[src/rtl/elbeth_wb_arbiter.sv]
// Writeback arbiter: pipeline port A has fixed priority over a 2-deep queue
// of long-latency results, with a busy scoreboard for decode hazards.
module elbeth_wb_arbiter (
   input  logic        clk,
   input  logic        rst_n,
   input  logic        a_valid,
   input  logic [4:0]  a_addr,
   input  logic [31:0] a_data,
   input  logic        b_valid,
   input  logic [4:0]  b_addr,
   input  logic [31:0] b_data,
   output logic        b_ready,
   input  logic        sb_set_valid,
   input  logic [4:0]  sb_set_addr,
   input  logic [4:0]  id_rs1_addr,
   input  logic [4:0]  id_rs2_addr,
   output logic        hazard,
   output logic        stall_req,
   output logic [4:0]  rd_addr,
   output logic [31:0] rd_data,
   output logic        ctrl_w_enable
);

   logic [1:0]  cnt_q, cnt_d;
   logic [4:0]  addr0_q, addr0_d, addr1_q, addr1_d;
   logic [31:0] data0_q, data0_d, data1_q, data1_d;
   logic [1:0]  age_q, age_d;
   logic [31:0] busy_q, busy_d;
   logic [4:0]  rd_addr_q, rd_addr_d;
   logic [31:0] rd_data_q, rd_data_d;
   logic        we_q, we_d;

   logic a_sel, push, pop;

   assign b_ready   = (cnt_q != 2'd2);
   assign a_sel     = a_valid && (a_addr != 5'd0);
   // zero-destination B results are consumed without occupying a slot
   assign push      = b_valid && b_ready && (b_addr != 5'd0);
   assign pop       = !a_sel && (cnt_q != 2'd0);
   assign stall_req = (age_q == 2'd3);
   assign hazard    = ((id_rs1_addr != 5'd0) && busy_q[id_rs1_addr]) ||
                      ((id_rs2_addr != 5'd0) && busy_q[id_rs2_addr]);

   assign rd_addr       = rd_addr_q;
   assign rd_data       = rd_data_q;
   assign ctrl_w_enable = we_q;

   always_comb begin
      cnt_d   = cnt_q;
      addr0_d = addr0_q;
      data0_d = data0_q;
      addr1_d = addr1_q;
      data1_d = data1_q;
      if (pop) begin
         addr0_d = addr1_q;
         data0_d = data1_q;
         cnt_d   = cnt_q - 2'd1;
      end
      if (push) begin
         if (cnt_d == 2'd0) begin
            addr0_d = b_addr;
            data0_d = b_data;
         end else begin
            addr1_d = b_addr;
            data1_d = b_data;
         end
         cnt_d = cnt_d + 2'd1;
      end
   end

   always_comb begin
      age_d = age_q;
      if (pop || (cnt_q == 2'd0)) begin
         age_d = 2'd0;
      end else if (age_q != 2'd3) begin
         age_d = age_q + 2'd1;
      end
   end

   // set is applied after clear so a same-edge set wins
   always_comb begin
      busy_d = busy_q;
      if (pop) begin
         busy_d[addr0_q] = 1'b0;
      end
      if (sb_set_valid && (sb_set_addr != 5'd0)) begin
         busy_d[sb_set_addr] = 1'b1;
      end
   end

   always_comb begin
      rd_addr_d = rd_addr_q;
      rd_data_d = rd_data_q;
      we_d      = 1'b0;
      if (a_sel) begin
         rd_addr_d = a_addr;
         rd_data_d = a_data;
         we_d      = 1'b1;
      end else if (pop) begin
         rd_addr_d = addr0_q;
         rd_data_d = data0_q;
         we_d      = 1'b1;
      end
   end

   always_ff @(posedge clk or negedge rst_n) begin
      if (!rst_n) begin
         cnt_q     <= 2'd0;
         addr0_q   <= 5'd0;
         data0_q   <= 32'd0;
         addr1_q   <= 5'd0;
         data1_q   <= 32'd0;
         age_q     <= 2'd0;
         busy_q    <= 32'd0;
         rd_addr_q <= 5'd0;
         rd_data_q <= 32'd0;
         we_q      <= 1'b0;
      end else begin
         cnt_q     <= cnt_d;
         addr0_q   <= addr0_d;
         data0_q   <= data0_d;
         addr1_q   <= addr1_d;
         data1_q   <= data1_d;
         age_q     <= age_d;
         busy_q    <= busy_d;
         rd_addr_q <= rd_addr_d;
         rd_data_q <= rd_data_d;
         we_q      <= we_d;
      end
   end

endmodule

[config.mk]
export PLATFORM = sky130hd
export DESIGN_NAME = elbeth_wb_arbiter
export DESIGN_NICKNAME = d
export VERILOG_FILES = /design/src/rtl/elbeth_wb_arbiter.sv
export SDC_FILE = /design/constraint.sdc
export NUM_CORES = 1
export LEC_CHECK = 0
export CAP_MARGIN = 20
export CELL_PAD_IN_SITES_DETAIL_PLACEMENT = 2
export CELL_PAD_IN_SITES_GLOBAL_PLACEMENT = 2
export CORE_ASPECT_RATIO = 0.8
export CORE_MARGIN = 1.5
export CORE_UTILIZATION = 25
export DETAILED_ROUTE_END_ITERATION = 10
export GPL_ROUTABILITY_DRIVEN = 1
export MAX_ROUTING_LAYER = met4
export PLACE_DENSITY_LB_ADDON = 0.1
export RECOVER_POWER = 50
export SYNTH_ARGS = -nofsm -noshare
export SYNTH_HDL_FRONTEND = slang
export SYNTH_SLANG_ARGS = --single-unit
[constraint.sdc]
create_clock -name clk -period 6.25 [get_ports clk]
set_input_delay 1.25 -clock clk [delete_from_list [all_inputs] [get_ports clk]]
set_output_delay 1.25 -clock clk [all_outputs]
set_load 0.01 [all_outputs]
### Word-level counts from Yosys, hierarchy flattened

Cells that the tools add are included.

| word-level totals | value |
|---|---|
| word-level logic and storage cells | 75 |
| output and inout bits | 41 |
| register bits | 148 |

| cells by class | value |
|---|---|
| $add $sub $neg | 3 |
| bitwise gates (word level) | 4 |
| eq/ne operators | 3 |
| magnitude comparators | 6 |
| muxes and demuxes | 26 |
| reductions and logical operators | 23 |

Operators by type and width:

| operator | count |
|---|---|
| 32-bit 2-to-1 mux | 7 |
| 32-bit bitwise AND | 1 |
| 32-bit inverter | 1 |
| 32-bit bitwise OR | 1 |
| 5-bit 2-to-1 mux | 5 |
| 5-bit nonzero test | 5 |
| 5-bit by 6-bit less-than comparator with 1-bit output (second input constant) | 4 |
| 1-bit binary-select mux with 5-bit select | 2 |
| 1-bit demux with 5-bit select | 2 |
| 5-bit by 1-bit >= comparator with 1-bit output (second input constant) | 2 |
| 1-bit logical AND | 9 |
| 2-bit 2-to-1 mux | 4 |
| 1-bit 2-to-1 mux | 6 |
| 2-bit nonzero test | 3 |
| 2-bit by 1-bit adder with 2-bit output (second input constant) | 2 |
| 2-bit zero test | 2 |
| 2-bit != test (second input constant) | 2 |
| 2-bit == test (second input constant) | 1 |
| 1-bit logical OR | 2 |
| 2-bit AND reduction | 1 |
| 2-bit by 1-bit subtractor with 2-bit output (second input constant) | 1 |
| 1-bit zero test | 1 |
| 1-bit inverter | 1 |

### Depth between registers and ports, before layout

| logic depth | value |
|---|---|
| depth in word-level cells | 9 |
| mapped depth | 13 |
| gate-level depth less buffers | 9 |

### Least setup slack after synthesis

OpenSTA, ideal clock, no wires.

| timing | value |
|---|---|
| path kind | input to output |
| from | input id_rs1_addr[1] |
| to | output hazard |
| cell stages on the path | 5 |
| buffers on the path | 1 |
| arrival time | 2745 ps |
| slack | 2255 ps |
| data required time | 5000 ps |
| cells stage by stage | clkbuf_1 -> mux4_2 -> o2111ai_1 -> nand4_1 -> a211o_1 |

| between the ends | value |
|---|---|
| cells in the longest elaborated chain, start to end | 4 |
| elaborated cells between the ends (all ways) | 5 |

RTL lines:

| item | RTL line | source |
|---|---|---|
| from (decl) | 15 | `input logic [4:0] id_rs1_addr,` |
| 1-bit binary-select mux with 5-bit select | 41 | `assign hazard = ((id_rs1_addr != 5'd0) && busy_q[id_rs1_addr]) \|\|` |
| 1-bit 2-to-1 mux (not written as such) | 41 |  |
| 1-bit logical AND * | 41 |  |
| 1-bit logical OR * | 41 |  |
| to (decl) | 17 | `output logic hazard,` |

Every way passes the cells marked *; elsewhere a longest branch is shown, timed or not. The select of a mux whose other input is x is not followed.

### Worst setup path in the final report

| timing | value |
|---|---|
| from | input id_rs2_addr[2] |
| to | output hazard |

| between the ends | value |
|---|---|
| cells in the longest elaborated chain, start to end | 4 |
| elaborated cells between the ends (all ways) | 5 |

RTL lines:

| item | RTL line | source |
|---|---|---|
| from (decl) | 16 | `input logic [4:0] id_rs2_addr,` |
| 1-bit binary-select mux with 5-bit select | 42 | `((id_rs2_addr != 5'd0) && busy_q[id_rs2_addr]);` |
| 1-bit 2-to-1 mux (not written as such) | 42 |  |
| 1-bit logical AND * | 42 |  |
| 1-bit logical OR * | 41 |  |

Marks and branches as above.

==> impl_metrics.py <==
metrics = {
    "logic_synthesis": {
        "ys_dominant_reg_cell": "dfrtp_1",
        "yosysWarnings": 0,
        "yosysUniqueCellTypes": 41,
        "syn_avg_cell_area_um2": 11.3,
        "synthDominantCellAreaShare": 0.531,
        "async_flop_share": 1.00,
        "synth-seq-cells": 148,
        "synthesis.area_mm2": 0.00698,
        "synth_fp_nets": 715,
        "synthTopCellsByArea": "dfrtp_1 (53%), mux2i_1 (12%), o21ai_0 (9.0%)",
        "ys_seq_area_frac": 0.531,
        "synth_enable_flop_cells": 0,
        "syn_inst": 617,
        "yosysTopAreaCell": "dfrtp_1",
    },
    "setup_path": {
        "timing.rr.start": "cnt_q[0]",
        "rr_worst_depth": 9,
        "crit_type": "primary input to primary output",
        "required_ns": 5.00,
        "r2r_setup_slack_ns": 2.77,
        "worstSetupEndpointType": "primary output",
        "path_max_fanout": 11,
        "cp.arrival_ns": 3.90,
        "timing.rr.end": "data0_q[22]",
        "startpoint_type": "primary input",
    },
    "floorplanning": {
        "die-area_mm2": 0.0289,
        "die_h_um": 152,
        "design.core.area_mm2": 0.0274,
        "fp.dieW_um": 190,
        "io_pins": 135,
        "initial_core_util": 0.255,
        "rows": 54,
    },
    "clocking": {
        "clk_pin_slew_ns": 0.06,
        "clkLatencyLatePin_ns": 0.43,
        "cts_max_path_buffers": 2,
        "root_buffer": "clkbuf_16",
        "cts_resized": 0,
        "cts_tree": "built",
        "cts_num_sinks": 148,
        "numCtsBuffers": 17,
        "holdBufCountCts": 0,
        "h-tree-depth": 4,
        "cts_setup_buffers": 0,
    },
    "placement": {
        "dp.cells": 1081,
        "gp_congestion": 0.824,
        "dp_hpwl_mm": 15.8,
        "port_buffers": 134,
    },
    "final_layout": {
        "final_cells": 1116,
        "multi_input_area_mm2": 0.00307,
        "fillers": 2910,
        "nNetsFinal": 834,
        "seq_area_mm2": 0.00370,
        "final_util": 0.336,
        "area_delta_synth_final_pct": 31.9,
        "drive_gt1_frac": 0.134,
    },
    "sta": {
        "max_slew_margin": -0.823,
        "finalSetupViolCount": 0,
        "final_hold_viol_count": 0,
        "worst_pin_slew_ns": 2.73,
        "period_share": 0.825,
        "layout_min_cycle_time_ns": 5.15,
        "fmax_ghz": 0.194,
        "finClkSkew_ns": 0.0114,
        "finalSetupTns_ns": 0,
        "drv_slew": 102,
        "rsz0062_at_grt": "false",
    },
    "worst_hold_path": {
        "min_path_cells": 1,
        "min_from": "data1_q[10]",
        "min_path_type": "flop to flop",
        "min_to": "data1_q[10]",
    },
    "pwr": {
        "peakVddDrop_uv": 208,
        "finalPower_mw": 4.31,
        "power_density_mw_per_mm2": 469,
        "leakagePower_nw": 3.66,
    },
    "drt": {
        "vias": 5367,
        "route.detailed.drc": 0,
        "wl_mm": 22.4,
        "avgViaCountPerCell": 4.81,
        "first_pass_iters": 4,
        "ant_nets": 0,
        "wl_per_cell_um": 20.1,
        "drt_iter0_drc": 164,
    },
    "global_routing": {
        "grt_max_degree": 102,
        "antenna_found_initial": 3,
        "grt_use_total": 0.168,
        "grt_pass1_wl_mm": 36.1,
        "gr-total-overflow": 0,
        "grt_pass1_vias": 6161,
    },
    "run_status": {
        "outcome": "finished with violations",
        "violations": "capacitance limit, slew limit",
    },
    "job": {
        "maxCapViolations": 1,
    },
}
-- synth_stat cells, types with 3 or more instances --
library cell  count
inv_1             6
a21oi_1           4
a31oi_1           3
nor2_1            8
o21ai_1          12
nand3b_1          5
nand2b_1          5
nand3_1           7
o2111ai_1         3
mux2_2           39
dfrtp_1         148
mux4_2           12
o21ai_0         126
nand4_1           3
nor2b_1           3
or3_4             3
ha_1              4
or4_1             3
buf_6             3
mux2i_1          83
buf_2             5
clkbuf_1         29
nand2_1          81
-- how the worst max path moves through the flow --
stage	slack (ns)	cells after the start	endpoint	startpoint
after CTS	1.05	7	hazard	id_rs2_addr[2]
after global routing	0.96	7	hazard	id_rs2_addr[2]
after floorplan	2.26	5	hazard	id_rs1_addr[1]
final	1.10	7	hazard	id_rs2_addr[2]
after detailed placement	1.07	7	hazard	id_rs2_addr[2]
after global placement	1.03	7	hazard	id_rs2_addr[2]
-- area by class of cell --
| type | count | share of cell area |
|---|---|---|
| Multi-Input combinational cell | 424 | 0.334 |
| Clock buffer | 17 | 0.0462 |
| Clock inverter | 15 | 0.0160 |
| Tap cell | 364 | 0.0495 |
| Sequential cell | 148 | 0.402 |
| Inverter | 6 | 0.00245 |
| Timing Repair Buffer | 139 | 0.149 |
| Antenna cell | 3 | 0.000815 |
-- where the power goes --
part / switching (mW) / leakage, nW / internal, mW
Combinational: 0.738 / 1.61 / 0.780
Clock: 0.459 / 0.272 / 0.560
Sequential: 0.370 / 1.77 / 1.41
-- layout by cell type (no fill, tap or decap), drive strengths merged --
master,instances
dlygate4sd3,18
buf,4
inv,13
o21a,2
clkdlybuf4s50,115
or3,4
xor2,2
o221ai,1
nor3b,1
clkinv,3
ha,4
dfrtp,148
diode,3
nand2b,5
o21ai,138
o31ai,1
o2111ai,3
mux4,12
mux2i,83
nand2,81
nor2,10
mux2,39
or2,1
xnor2,1
nor3,2
o211ai,2
nand4,3
nor2b,3
nand4b,1
clkbuf,19
a21oi,4
nand3b,5
or4,3
a31oi,3
or3b,1
a311oi,1
nand3,7
clkinvlp,4
a211o,1
bufinv,1
-- sequential cells by signal (all words and copies together) (netlist names) --
name,cells
addr0_q,5
addr1_q,5
age_q,2
busy_q,32
cnt_q,2
ctrl_w_enable,1
data0_q,32
data1_q,32
rd_addr,5
rd_data,32
-- cells by family after synthesis --
logic type / count (synthesis) / synth area share
buffers and inverters: 45 / 0.0330
xor gates and xnor gates: 3 / 0.00376
and+or+nand+nor: 127 / 0.0868
adders and majority gates: 4 / 0.00717
muxes: 134 / 0.221
DFF: 148 / 0.531
AOI/OAI and AO/OA: 156 / 0.118
-- worst max-delay path: stages --
cell	delay, ns
clkdlybuf4s50_1	0.83
mux4_2	0.57
mux2_2	0.28
a21oi_1	0.13
o21ai_0	0.09
a211o_1	0.26
clkdlybuf4s50_1	0.49
-- metrics by stage --
step / hold slack, ns / instance area [um2] / worst slack, ns
floorplan: 0.470 / 6980 / 2.26
global placement: 0.489 / 8630 / 1.03
detailed placement: 0.497 / 8630 / 1.07
CTS: 0.511 / 9210 / 1.05
global route: 0.529 / 9210 / 0.957
finish: 0.505 / 9210 / 1.10
-- metal layers --
| layer | routed length (um) | track usage | up-vias |
|---|---|---|---|
| met5 | 0 | - | - |
| met2 | 10100 | 0.250 | 106 |
| met3 | 1120 | 0.0495 | 25 |
| met1 | 11000 | 0.224 | 2779 |
| met4 | 229 | 0.0420 | 0 |
| li1 | - | - | 2457 |
Power figures use the tool's default switching activity.
